## config.mk

```make
export PLATFORM = sky130hd
export DESIGN_NAME = rr_repeated_add_scheduler
export DESIGN_NICKNAME = d
export VERILOG_FILES = /design/src/rtl/rr_repeated_add_scheduler.sv
export SDC_FILE = /design/constraint.sdc
export NUM_CORES = 1
export LEC_CHECK = 0
export BUFFER_PORTS_ARGS = -buffer_cell sky130_fd_sc_hd__buf_2
export CAP_MARGIN = 25
export CORE_UTILIZATION = 57
export CTS_CLUSTER_DIAMETER = 40
export DETAILED_ROUTE_END_ITERATION = 6
export PLACE_DENSITY = 0.87
export SYNTH_ARGS = -nofsm -noshare
export SYNTH_HDL_FRONTEND = slang
export SYNTH_SLANG_ARGS = --single-unit
```

## constraint.sdc

```tcl
create_clock -name clk -period 5.2 [get_ports clk]
set_input_delay 0.52 -clock clk [delete_from_list [all_inputs] [get_ports clk]]
set_output_delay 0.52 -clock clk [all_outputs]
set_load 0.03 [all_outputs]
```

## src/rtl/rr_repeated_add_scheduler.sv

```systemverilog
//==============================================================================
// Module      : rr_repeated_add_scheduler
// Description : Shared repeated-addition engine, x = b + a*k, one add per
//               cycle, fed by a two-client round-robin scheduler.
//               The controller walks IDLE -> LOAD -> ADD (k times) -> DONE.
// Ports       : clk      - clock, all state changes on posedge
//               reset_n  - asynchronous active-low reset
//               req0/1   - client job request, held with operands until gnt
//               a0/1     - client addend        (W bits)
//               b0/1     - client initial value (W bits)
//               k0/1     - client add count     (CW bits)
//               gnt0/1   - one-cycle pulse, job from that client accepted
//               busy     - high while the controller is not IDLE
//               done     - one-cycle pulse, x holds a finished result
//               done_id  - owner of the finished job, valid with done
//               x        - accumulator (W+CW bits), held until next LOAD
// Revision    : 1.0 - initial release
//==============================================================================
`default_nettype none

module rr_repeated_add_scheduler #(
    parameter int W  = 8,
    parameter int CW = 3
) (
    input  logic            clk,
    input  logic            reset_n,
    input  logic            req0,
    input  logic [W-1:0]    a0,
    input  logic [W-1:0]    b0,
    input  logic [CW-1:0]   k0,
    input  logic            req1,
    input  logic [W-1:0]    a1,
    input  logic [W-1:0]    b1,
    input  logic [CW-1:0]   k1,
    output logic            gnt0,
    output logic            gnt1,
    output logic            busy,
    output logic            done,
    output logic            done_id,
    output logic [W+CW-1:0] x
);

    // Result width: (2^W-1)*2^CW always fits, so the sum never wraps.
    localparam int XW = W + CW;

    typedef enum logic [1:0] {
        S_IDLE = 2'd0,
        S_LOAD = 2'd1,
        S_ADD  = 2'd2,
        S_DONE = 2'd3
    } state_t;

    state_t          r_state;
    logic [W-1:0]    r_a;
    logic [W-1:0]    r_b;
    logic [CW-1:0]   r_k;
    logic [CW-1:0]   r_cnt;
    logic            r_id;
    logic            r_last;
    logic            r_gnt0;
    logic            r_gnt1;
    logic            r_busy;
    logic            r_done;
    logic            r_done_id;
    logic [XW-1:0]   r_x;

    logic            w_win;
    logic [CW-1:0]   w_cnt_nxt;

    // Contention goes to whoever did not win last; a lone request simply wins.
    assign w_win     = (req0 && req1) ? ~r_last : req1;

    // cnt only reaches k-1 before the compare, so cnt+1 never overflows CW bits.
    assign w_cnt_nxt = r_cnt + CW'(1);

    always_ff @(posedge clk or negedge reset_n) begin
        if (!reset_n) begin
            r_state   <= S_IDLE;
            r_a       <= '0;
            r_b       <= '0;
            r_k       <= '0;
            r_cnt     <= '0;
            r_id      <= 1'b0;
            r_last    <= 1'b1;
            r_gnt0    <= 1'b0;
            r_gnt1    <= 1'b0;
            r_busy    <= 1'b0;
            r_done    <= 1'b0;
            r_done_id <= 1'b0;
            r_x       <= '0;
        end else begin
            // Pulse outputs fall back to zero unless a state below re-asserts them.
            r_gnt0 <= 1'b0;
            r_gnt1 <= 1'b0;
            r_done <= 1'b0;

            case (r_state)
                S_IDLE: begin
                    if (req0 || req1) begin
                        r_state <= S_LOAD;
                        r_busy  <= 1'b1;
                        r_id    <= w_win;
                        r_last  <= w_win;
                        r_a     <= w_win ? a1 : a0;
                        r_b     <= w_win ? b1 : b0;
                        r_k     <= w_win ? k1 : k0;
                        r_gnt0  <= ~w_win;
                        r_gnt1  <= w_win;
                    end
                end

                S_LOAD: begin
                    r_x   <= {{CW{1'b0}}, r_b};
                    r_cnt <= '0;
                    if (r_k != '0) begin
                        r_state <= S_ADD;
                    end else begin
                        r_state   <= S_DONE;
                        r_done    <= 1'b1;
                        r_done_id <= r_id;
                    end
                end

                S_ADD: begin
                    r_x   <= r_x + {{CW{1'b0}}, r_a};
                    r_cnt <= w_cnt_nxt;
                    if (w_cnt_nxt == r_k) begin
                        r_state   <= S_DONE;
                        r_done    <= 1'b1;
                        r_done_id <= r_id;
                    end
                end

                S_DONE: begin
                    r_state <= S_IDLE;
                    r_busy  <= 1'b0;
                end

                default: begin
                    r_state <= S_IDLE;
                    r_busy  <= 1'b0;
                end
            endcase
        end
    end

    assign gnt0    = r_gnt0;
    assign gnt1    = r_gnt1;
    assign busy    = r_busy;
    assign done    = r_done;
    assign done_id = r_done_id;
    assign x       = r_x;

endmodule

`default_nettype wire
```

# --- Yosys cells after proc, flatten, opt, wreduce, memory -nomap -nowiden ---
# Index checks and enable logic that the tools add are counted.
word_totals:
  elab_cells: 56
  register_bits: 42
  output_inout_bits: 16
  input_bits: 42
op_classes:
  addsub: 2
  n_reduce_logical: 10
  eq_ne: 7
  muxes: 22
  bitwise_logic: 2
ops:
  columns: ["cell", "n"]
  rows:
  - ["11-bit case mux with 2 select lines", 1]
  - ["8-bit two-way mux", 2]
  - ["11-bit by 8-bit adder with 11-bit output", 1]
  - ["1-bit two-way mux", 11]
  - ["2-bit case mux with 4 select lines", 1]
  - ["2-bit inequality test, second input constant", 3]
  - ["1-bit case mux with 2 select lines", 3]
  - ["3-bit case mux with 2 select lines", 1]
  - ["2-bit AND reduction", 3]
  - ["2-bit == test, second input constant", 2]
  - ["2-bit two-way mux", 2]
  - ["2-bit nonzero test", 2]
  - ["3-bit by 1-bit adder with 3-bit output, second input constant", 1]
  - ["3-bit == test", 1]
  - ["3-bit two-way mux", 1]
  - ["3-bit AND reduction", 1]
  - ["3-bit nonzero test", 1]
  - ["2-bit by 1-bit == test with 1-bit output, second input constant", 1]
  - ["2-bit zero test", 1]
  - ["1-bit inverter", 2]
  - ["1-bit logical AND", 1]
  - ["1-bit logical OR", 1]

# --- Longest topological paths before layout ---
# Gate-level depths: netlist of run 1.
depth:
  word_depth: 5
  depth_mapped: 8
  depth_no_buf: 8

# --- Worst setup path before layout of run 1 ---
# No wires, ideal clock.
synth_path:
  kind: "reg2reg"
  from: "register r_x[0], in the netlist x[0]"
  to: "register r_x[10], in the netlist x[10]"
  t_required_ns: 5.074
  n_path_buf: 0
  arrival_time_ns: 1.861
  setup_time_ns: 0.126
  period_less_slack_ns: 1.988
  stages_incl_launch_ff: 9
  path_slack_ns: 3.212
  cell_sequence: "dfrtp_1 ha_1 inv_1 fa_1 nand2b_1 a21oi_1 o2111ai_1 xor2_1 nor2_1"
synth_between:
  elab_chain_len: 2
synth_rtl:
  columns: ["element", "line", "rtl"]
  rows:
  - ["from (decl)", "65", "logic [XW-1:0] r_x;"]
  - ["from (signal assigned)", "113", "r_x <= {{CW{1'b0}}, r_b};"]
  - ["from (signal assigned)", "125", "r_x <= r_x + {{CW{1'b0}}, r_a};"]
  - ["11-bit by 8-bit adder with 11-bit output", "125", null]
  - ["11-bit case mux with 2 select lines", "97", "case (r_state)"]
# Every way passes these cells.
# A chain may end at the register's enable or synchronous reset.

# --- Final worst setup path of run 1 ---
layout_path:
  from: "register r_state[0]"
  to: "register r_x[4], in the netlist x[4]"
layout_between:
  elab_chain_len: 2
  elab_cells_between_ends: 4
  classes_between: "eq/ne: 2; mux: 1; reduce/logical: 1"
layout_rtl:
  columns: ["element", "line", "rtl"]
  rows:
  - ["from (decl)", "53", "state_t r_state;"]
  - ["from (signal assigned)", "78", "r_state <= S_IDLE;"]
  - ["from (signal assigned)", "100", "r_state <= S_LOAD;"]
  - ["from (signal assigned)", "116", "r_state <= S_ADD;"]
  - ["2-bit == test / 2-bit by 1-bit == test with 1-bit output (equally long branches)", "97", null]
  - ["11-bit case mux with 2 select lines / 2-bit nonzero test (equally long branches)", null, null]
# Parallel ways exist; a longest one is shown, timed or not.

==> results of run 1 <==
worst min-delay path by stage:
| stage | slack (ps) | startpoint | to |
|---|---|---|---|
| 2_1_floorplan | 220 | reset_n | busy |
| 3_3_place_gp | 470 | r_a[2] | r_a[2] |
| 3_5_place_dp | 480 | r_a[2] | r_a[2] |
| 4_1_cts | 360 | reset_n | busy |
| 5_1_grt | 410 | reset_n | busy |
| 6_report | 330 | reset_n | busy |
per-layer routing:
metal / wire [microns] / share of wire
met4: 89 / 0.018
met3: 200 / 0.040
met1: 2260 / 0.46
met5: 0 / 0
met2: 2400 / 0.48
layout make-up:
type                            instances  area (sq um)
Clock buffer                            7          86.3
Clock inverter                          1          30.0
Fill cell                             280          1030
Inverter                               10          37.5
Multi-Input combinational cell        174          1210
Sequential cell                        42          1050
Tap cell                               48          60.1
Timing Repair Buffer                   59           300
kinds of logic (layout without fill, tap and decap cells):
family                   after synthesis  after routing  share of synthesized area
adder cells (fa/ha/maj)               14             14                     0.0780
AO/OA/AOI/OAI                         71             71                      0.186
XOR/XNOR                              11             11                     0.0470
buffers and inverters                 21             77                     0.0390
flip-flops                            42             42                      0.449
multiplexers                          20             20                     0.0860
AND/OR/NAND/NOR                       58             58                      0.115
worst reg2reg max path: stages (launching register included):
cell and delay (ps):
sky130_fd_sc_hd__dfrtp_1 460, sky130_fd_sc_hd__inv_1 100, sky130_fd_sc_hd__ha_1 720, sky130_fd_sc_hd__nor2b_1 540, sky130_fd_sc_hd__a21oi_1 150, sky130_fd_sc_hd__o21ai_0 100
placed cells by master, fill, tap and decap left out, types with 2 or more instances in the layout:
cell type                  netlist  routed
sky130_fd_sc_hd__o211ai_1        2       2
sky130_fd_sc_hd__a31oi_1         2       2
sky130_fd_sc_hd__nand3_1         6       6
sky130_fd_sc_hd__a211oi_1        2       2
sky130_fd_sc_hd__xor2_1          7       7
sky130_fd_sc_hd__dfrtp_1        41      41
sky130_fd_sc_hd__xnor2_1         3       3
sky130_fd_sc_hd__a21o_1          4       4
sky130_fd_sc_hd__nand2b_1        3       3
sky130_fd_sc_hd__a22o_1          6       6
sky130_fd_sc_hd__o21ai_0        30      29
sky130_fd_sc_hd__nand2_1        22      22
sky130_fd_sc_hd__and2_1          2       2
sky130_fd_sc_hd__mux2i_1        19      19
sky130_fd_sc_hd__buf_4           0       2
sky130_fd_sc_hd__clkbuf_8        0       6
sky130_fd_sc_hd__inv_1          10      10
sky130_fd_sc_hd__nor2_1         14      14
sky130_fd_sc_hd__nor2b_1         8       8
sky130_fd_sc_hd__buf_2           4      57
sky130_fd_sc_hd__ha_1           13      13
sky130_fd_sc_hd__a21oi_1        17      17
sequential cells by signal, summed over array words and instances (netlist names), 2 cells and up:
register  flops
x            11
r_cnt         3
r_k           3
r_a           8
r_state       2
r_b           8
power by group:
group          internal (mW)  total (mW)  switching, mW
logic                  0.397        1.01          0.609
clock network          0.157       0.268          0.111
registers              0.481       0.594          0.113
==> summary.md, run 1 <==
The run gives 0.462 GHz as the maximum clock rate. The largest stage delay on the critical path was 720 ps; the count of hold buffers inserted by post-cts repair was 0. The startpoint identified for the worst register-to-register timing path is r_state[0]. The detailed-route vias per instance came out at 5.55.

The met3 demand-to-capacity share in global routing is 0.0466, and the number of cell rows is 22. The run gives 0 as the number of antenna-violating nets in the routed design. Ratio of final minimum period to clock period: 0.417. The number of max-slew violations in the final report is 0.

At the placement stage, the worst setup path has a slack of 3130 ps. The non-filler instance count after layout was 341. During synthesis, Yosys emitted a total of 0 warnings. The global routing stage identified its most utilized layer as met2.

The tools report the end point of the critical path as x[4]. The run gives 0 as the aggregate global routing overflow. Synthesized cell area: 2340 sq um.

Adding up every negative setup slack in the final design gives 0 ps. The tools report the endpoint arrival time on the critical path as 2380 ps. The worst-case IR drop observed on VDD is 0.000380 V. Once the clock tree was built, the setup fixing pass inserted 0 buffers. The clock net in this run drives a total of 42 sinks. The root buffer cell was sky130_fd_sc_hd__clkbuf_8. The worst setup slack after layout was 3030 ps. STA classifies the critical path startpoint as a register. The via count came out at 1893.

In the post-synthesis netlist, the biggest area contributors are sky130_fd_sc_hd__dfrtp_1, sky130_fd_sc_hd__mux2i_1, sky130_fd_sc_hd__ha_1. Ratio of total power to cell area: 674 nW/um^2. In this run, CTS created clock tree buffers numbering 5. After the first detailed-routing iteration, the DRC count stood at 198. The floorplan step set the die height to 66.1 microns.

The tightest min-delay check is of the in -> async type. Routability-driven placement finished with a final weighted congestion of 0.855. The worst setup slack for register-to-register paths was 3030 ps. After clock tree synthesis, the clock-pin slew on the worst setup and hold paths is 80 ps.

Buffering stage count on the worst path with inverters included: 1. The run gives 0.411 as the relative slew slack. Across the routed clock network, the largest skew measured is 7.75 ps. TritonCTS built the clock tree. In this run, placement finished with an instance count of 333.

Estimated wirelength of the detail-placed design: 3570 microns. For this run, the detailed router's first-pass iteration total came to 4. The async set-reset flop share out of synthesis is 1.00, and the number of nets in the finished design is 348. In this run the static leakage power is 1.39 nW.

The tools report the sequential share of the synthesized area as 0.449. The most common cell in the synthesized netlist was sky130_fd_sc_hd__dfrtp_1. By count the netlist is led by sky130_fd_sc_hd__dfrtp_1, sky130_fd_sc_hd__o21ai_0, sky130_fd_sc_hd__nand2_1. After synthesis the netlist holds a flip-flop and latch count of 42. Final core utilization: 0.730. Met2 capacity usage during global routing: 0.429.

Total power for the finished layout comes to 1.87 mW. The logs give 0.263 for the global-route total usage across every layer and 4950 microns for the total wirelength of the detailed-routed design. The transition time of the tightest slew-check pin came out at 884 ps.

The logs give 2 for the maximum clock insertion buffer count and 8370 microns for the first-pass GRT wire length. Final hold analysis gives a worst-case slack of 325 ps. Once placement finished, the instance area stood at 2660 sq um.

The die covers 4370 sq um. The die is 66.1 microns wide. From synthesis to final layout, the design area changed by 18.4%. After detailed routing, the number of remaining DRC violations is 0.

In this run the worst setup path begins at r_state[0]. The tools report the worst endpoint required time as 5420 ps. The run finished with clean final reports.

The total of endpoints with negative setup slack in the final report was 0. The number of gates resized after CTS was 0. The endpoint class of the critical path is a register.

The signal on the critical path passes through inv_1 -> ha_1 -> nor2b_1 -> a21oi_1 -> o21ai_0. Max-cap violations in this run came to 0. The run gives 3800 sq um as the core outline area. Counting I/O delays and the setup requirement, the final critical path takes 2170 ps.

After detailed routing, the average wire length per cell comes to 14.5 microns. The cell type contributing the most total cell area after synthesis was sky130_fd_sc_hd__dfrtp_1. In this run, distinct cell masters in the synthesized netlist total 37. Cell with the biggest individual delay on the critical path: sky130_fd_sc_hd__ha_1. Measured in cells, the most critical reg-to-reg path has a length of 5. The initial standard-cell utilization of the core came out at 0.617. The pin count of the biggest net entering global routing was 43.

The fraction of met1 tracks used by global routing was 0.345. Among all flip-flop cells after synthesis, the most frequent one is sky130_fd_sc_hd__dfrtp_1. The repair_antennas step left the layout with diodes totalling 0. The kind of cell adding the most delay to the critical path was adder cells. For the number of global-route vias before repair, the log shows 1816. Counting buffers and inverters, the worst setup path is 5 cells deep.

The number of cells produced by synthesis is 237. Of all nets on the critical path, the largest fanout is 22. For the final number of hold-violating endpoints, the log shows 0. The H-tree was split into 2 levels. A synthesized cell averages 9.88 sq um. The clock reaches the later pin of the worst-skew pair after 300 ps. Setup repair after global routing left no endpoint under its margin. The tools report the endpoint of the lowest-slack register-to-register path as x[4]. The number of antenna violations at the first check in global routing came out at 0.

The count of boundary I/O pins was 58; the final instance area was 2770 sq um. Top cell type's share of synthesized area: 0.438. The share of layout cells above drive strength 1 came out at 0.246.

The critical path class was reg -> reg. The quantity of I/O buffers inserted on ports is 57, and the post-synth net total is 293. Yosys mapped a number of flops with a built-in enable equal to 0.
Note: power is estimated with default switching activity, not from simulation.
==> run 2: changes to the inputs <==
Settings changed: CORE_UTILIZATION 57 to 53, PLACE_DENSITY 0.87 to 0.81.
Clock period 5.2 ns to 2 ns, I/O delays scaled along.
==> summary.md, run 2 (synthesis gave the netlist of run 1 again) <==
For the final number of hold-violating endpoints, the log shows 0 (unchanged). For the pin count of the biggest net entering global routing, the log shows 43 (unchanged). The final period demand of the worst path was 1880 ps (-285 ps). Setup repair after global routing left no endpoint under its margin.

The run gives 1.41 nW (+1.5%) as the leakage power total. The placer congestion estimate is 0.871 (+1.9%). The number of max-slew violations in the final report came out at 0 (unchanged). For the count of boundary I/O pins, the log shows 58 (unchanged). The number of clock sinks is 42 (unchanged).

The tightest min-delay check is of the in -> reg type. The number of cell rows came out at 23 (+4.5%). The run gives 2700 sq um (+1.5%) as the total cell area at the placement stage. The flow ran to the end, and the final reports show no timing, DRC or antenna violations. For the global-route total usage across every layer, the log shows 0.250 (-0.0124).

Origin of the worst min-delay path: a0[3]. STA classifies the critical path endpoint as a register. The worst setup slack after layout came out at 118 ps (-2920 ps). In the layout the commonest cells are sky130_fd_sc_hd__buf_2, sky130_fd_sc_hd__dfrtp_1, sky130_fd_sc_hd__o21ai_0. The maximum clock rate was 0.531 GHz (+15%); the aggregate global routing overflow was 0 (unchanged). The die width is 68.5 microns (+3.6%), and the number of nets in the finished design is 354 (+1.7%).

The ratio of final minimum period to clock period came out at 0.941 (+0.524). The tools report the estimated wirelength of the detail-placed design as 3710 microns (+3.9%). The quantity of I/O buffers inserted on ports came out at 57 (unchanged). Compared with the post-synthesis result, the final layout area differs by 20.7%.

The root buffer cell is sky130_fd_sc_hd__clkbuf_8. The maximum vdd ir drop was 0.000956 V (+150%). The worst setup path is launched from a register. The clock edge transition at the registers on the reported setup and hold paths came out at 70 ps (about the same).

The transition time of the tightest slew-check pin is 659 ps (-225 ps). The worst-case setup slack after placement came out at 48.0 ps (-3080 ps). The run gives 2 (unchanged) as the depth of the CTS H-tree. For the core outline area, the log shows 4120 sq um (+8.3%). TritonCTS built the clock tree. The logs give 4690 sq um (+7.3%) for the area of the die and 2040 ps (-340 ps) for the endpoint arrival time on the critical path.

The number of design rule violations left after detail routing is 0 (unchanged). The critical path class is reg -> reg. For the maximum clock insertion buffer count, the log shows 2 (unchanged). The worst endpoint required time is 2160 ps (-3260 ps).

The DRC marker count from the first detailed-route iteration is 90 (-55%), and the number of antenna violations at the first check in global routing is 0 (unchanged). For hold timing, the worst endpoint is r_a[3]. Number of global-route vias before repair: 1814 (-0.11%). The final core utilization is 0.687 (-0.0431), and the flip-flop count of the largest register, all copies and words added is 11 (unchanged). The max-capacitance violation count was 0 (unchanged). The setup skew after layout was 8.55 ps (+0.805 ps); the average wire per standard cell was 14.6 microns (+0.40%).

The run gives 0 ps (unchanged) as the sum of negative setup slack. The ratio of total power to cell area came out at 1730 nW/um^2 (+160%). The first-pass GRT wire length came out at 8460 microns (+1.1%). The total of endpoints with negative setup slack in the final report was 0 (unchanged).

The tools report the endpoint of the lowest-slack register-to-register path as x[10]. Worst-case reg-to-reg path depth: 8 (+3). The length of the first detailed-routing pass in iterations is 5 (+1), and the relative slew slack is 0.561 (+0.150). Worst setup slack for register-to-register paths: 120 ps (-2920 ps).

The share of layout cells above drive strength 1 is 0.269 (+0.0236). Initial standard-cell utilization of the core: 0.569 (-0.0474). The library cell used most frequently in the layout, excluding fill and tap cells, is sky130_fd_sc_hd__buf_2. The detailed-route vias per instance came out at 5.57 (+0.40%). The via count came out at 1934 (+2.2%). The vertical die dimension works out to 68.5 microns (+3.6%). The peak fanout along the critical path came out at 3 (-86%).

In this run the critical register-to-register path is launched from r_a[0]. The logs give 290 ps (about the same) for the clock insertion delay at the later pin of the skew report and 2830 sq um (+1.9%) for the final instance area. The run gives 5 (unchanged) as the number of buffers created by CTS.

The number of antenna-violating nets in the routed design came out at 0 (unchanged). The total wirelength of the detailed-routed design was 5060 microns (+2.2%); the diode insertion count for antenna repair was 0 (unchanged). Counting instances, the worst hold path has a depth of 3.
==> run 2: cell types whose count changed in the layout (fill, tap and decap cells not counted) <==
cell / change
sky130_fd_sc_hd__buf_4: +5
sky130_fd_sc_hd__a21oi_1: -1
sky130_fd_sc_hd__o2111ai_2: +1
sky130_fd_sc_hd__dlygate4sd3_1: +1
sky130_fd_sc_hd__ha_1: -1
sky130_fd_sc_hd__nand2b_4: +1
sky130_fd_sc_hd__bufinv_16: -1
sky130_fd_sc_hd__a21oi_4: +1
sky130_fd_sc_hd__ha_4: +1
sky130_fd_sc_hd__clkbuf_1: -1
sky130_fd_sc_hd__o2111ai_1: -1
sky130_fd_sc_hd__nand2b_1: -1
==> run 2: worst max path at each step <==
stage / endpoint / slack (ps) / startpoint
detailed placement: x[10] / 50 / x[0]
floorplan: x[10] / 10 / x[0]
CTS: x[10] / 10 / x[0]
global route: x[10] / 20 / r_a[0]
finish: x[10] / 120 / r_a[0]
global placement: x[10] / 110 / x[0]
==> run 2: per-layer routing <==
layer | wire [microns] | GRT usage | vias up
li1 | - | - | 959
met3 | 223 | 0.0617 | 9
met1 | 2350 | 0.334 | 915
met4 | 61 | 0.0755 | 0
met5 | 0 | 0 | -
met2 | 2430 | 0.400 | 51
==> run 2: stage by stage <==
step / power (mW) / instances / hold slack, ps
detailed placement: 4.26 / 340 / 298
CTS: 4.86 / 347 / 195
finish: 4.90 / 347 / 193
global placement: 4.17 / 340 / 293
global route: 5.31 / 347 / 195
floorplan: 3.53 / 237 / -95.6
==> run 2: power breakdown <==
group	switching (mW)	internal [mW]	leakage, nW
clock	0.272	0.266	0.0431
sequential	0.298	1.25	0.526
combinational	1.66	1.15	0.846
==> run 2: layout make-up <==
class                   instances  area (sq um)
clock buffers                   6          82.6
fillers                       318          1290
inverters                      10          37.5
multi-input cells             174          1240
flip-flops and latches         42          1050
well taps                      50          62.6
repair buffers                 65           348
==> run 2: critical path, stage by stage, from the launching register on <==
cell and delay (ps):
sky130_fd_sc_hd__dfrtp_1 400, sky130_fd_sc_hd__ha_4 160, sky130_fd_sc_hd__inv_1 50, sky130_fd_sc_hd__fa_1 400, sky130_fd_sc_hd__nand2b_4 170, sky130_fd_sc_hd__a21oi_4 160
sky130_fd_sc_hd__o2111ai_2 160, sky130_fd_sc_hd__xor2_1 200, sky130_fd_sc_hd__nor2_1 60
==> run 2: what timing repair did <==
action / CTS / global route
setup endpoints to repair: 1 / 1
pin swaps: 2 / 3
hold buffers: 1 / 0
setup buffers: 0 / 0
gates resized for setup: 4 / 2
hold endpoints to repair: 41 / 0
cloned: 0 / 0
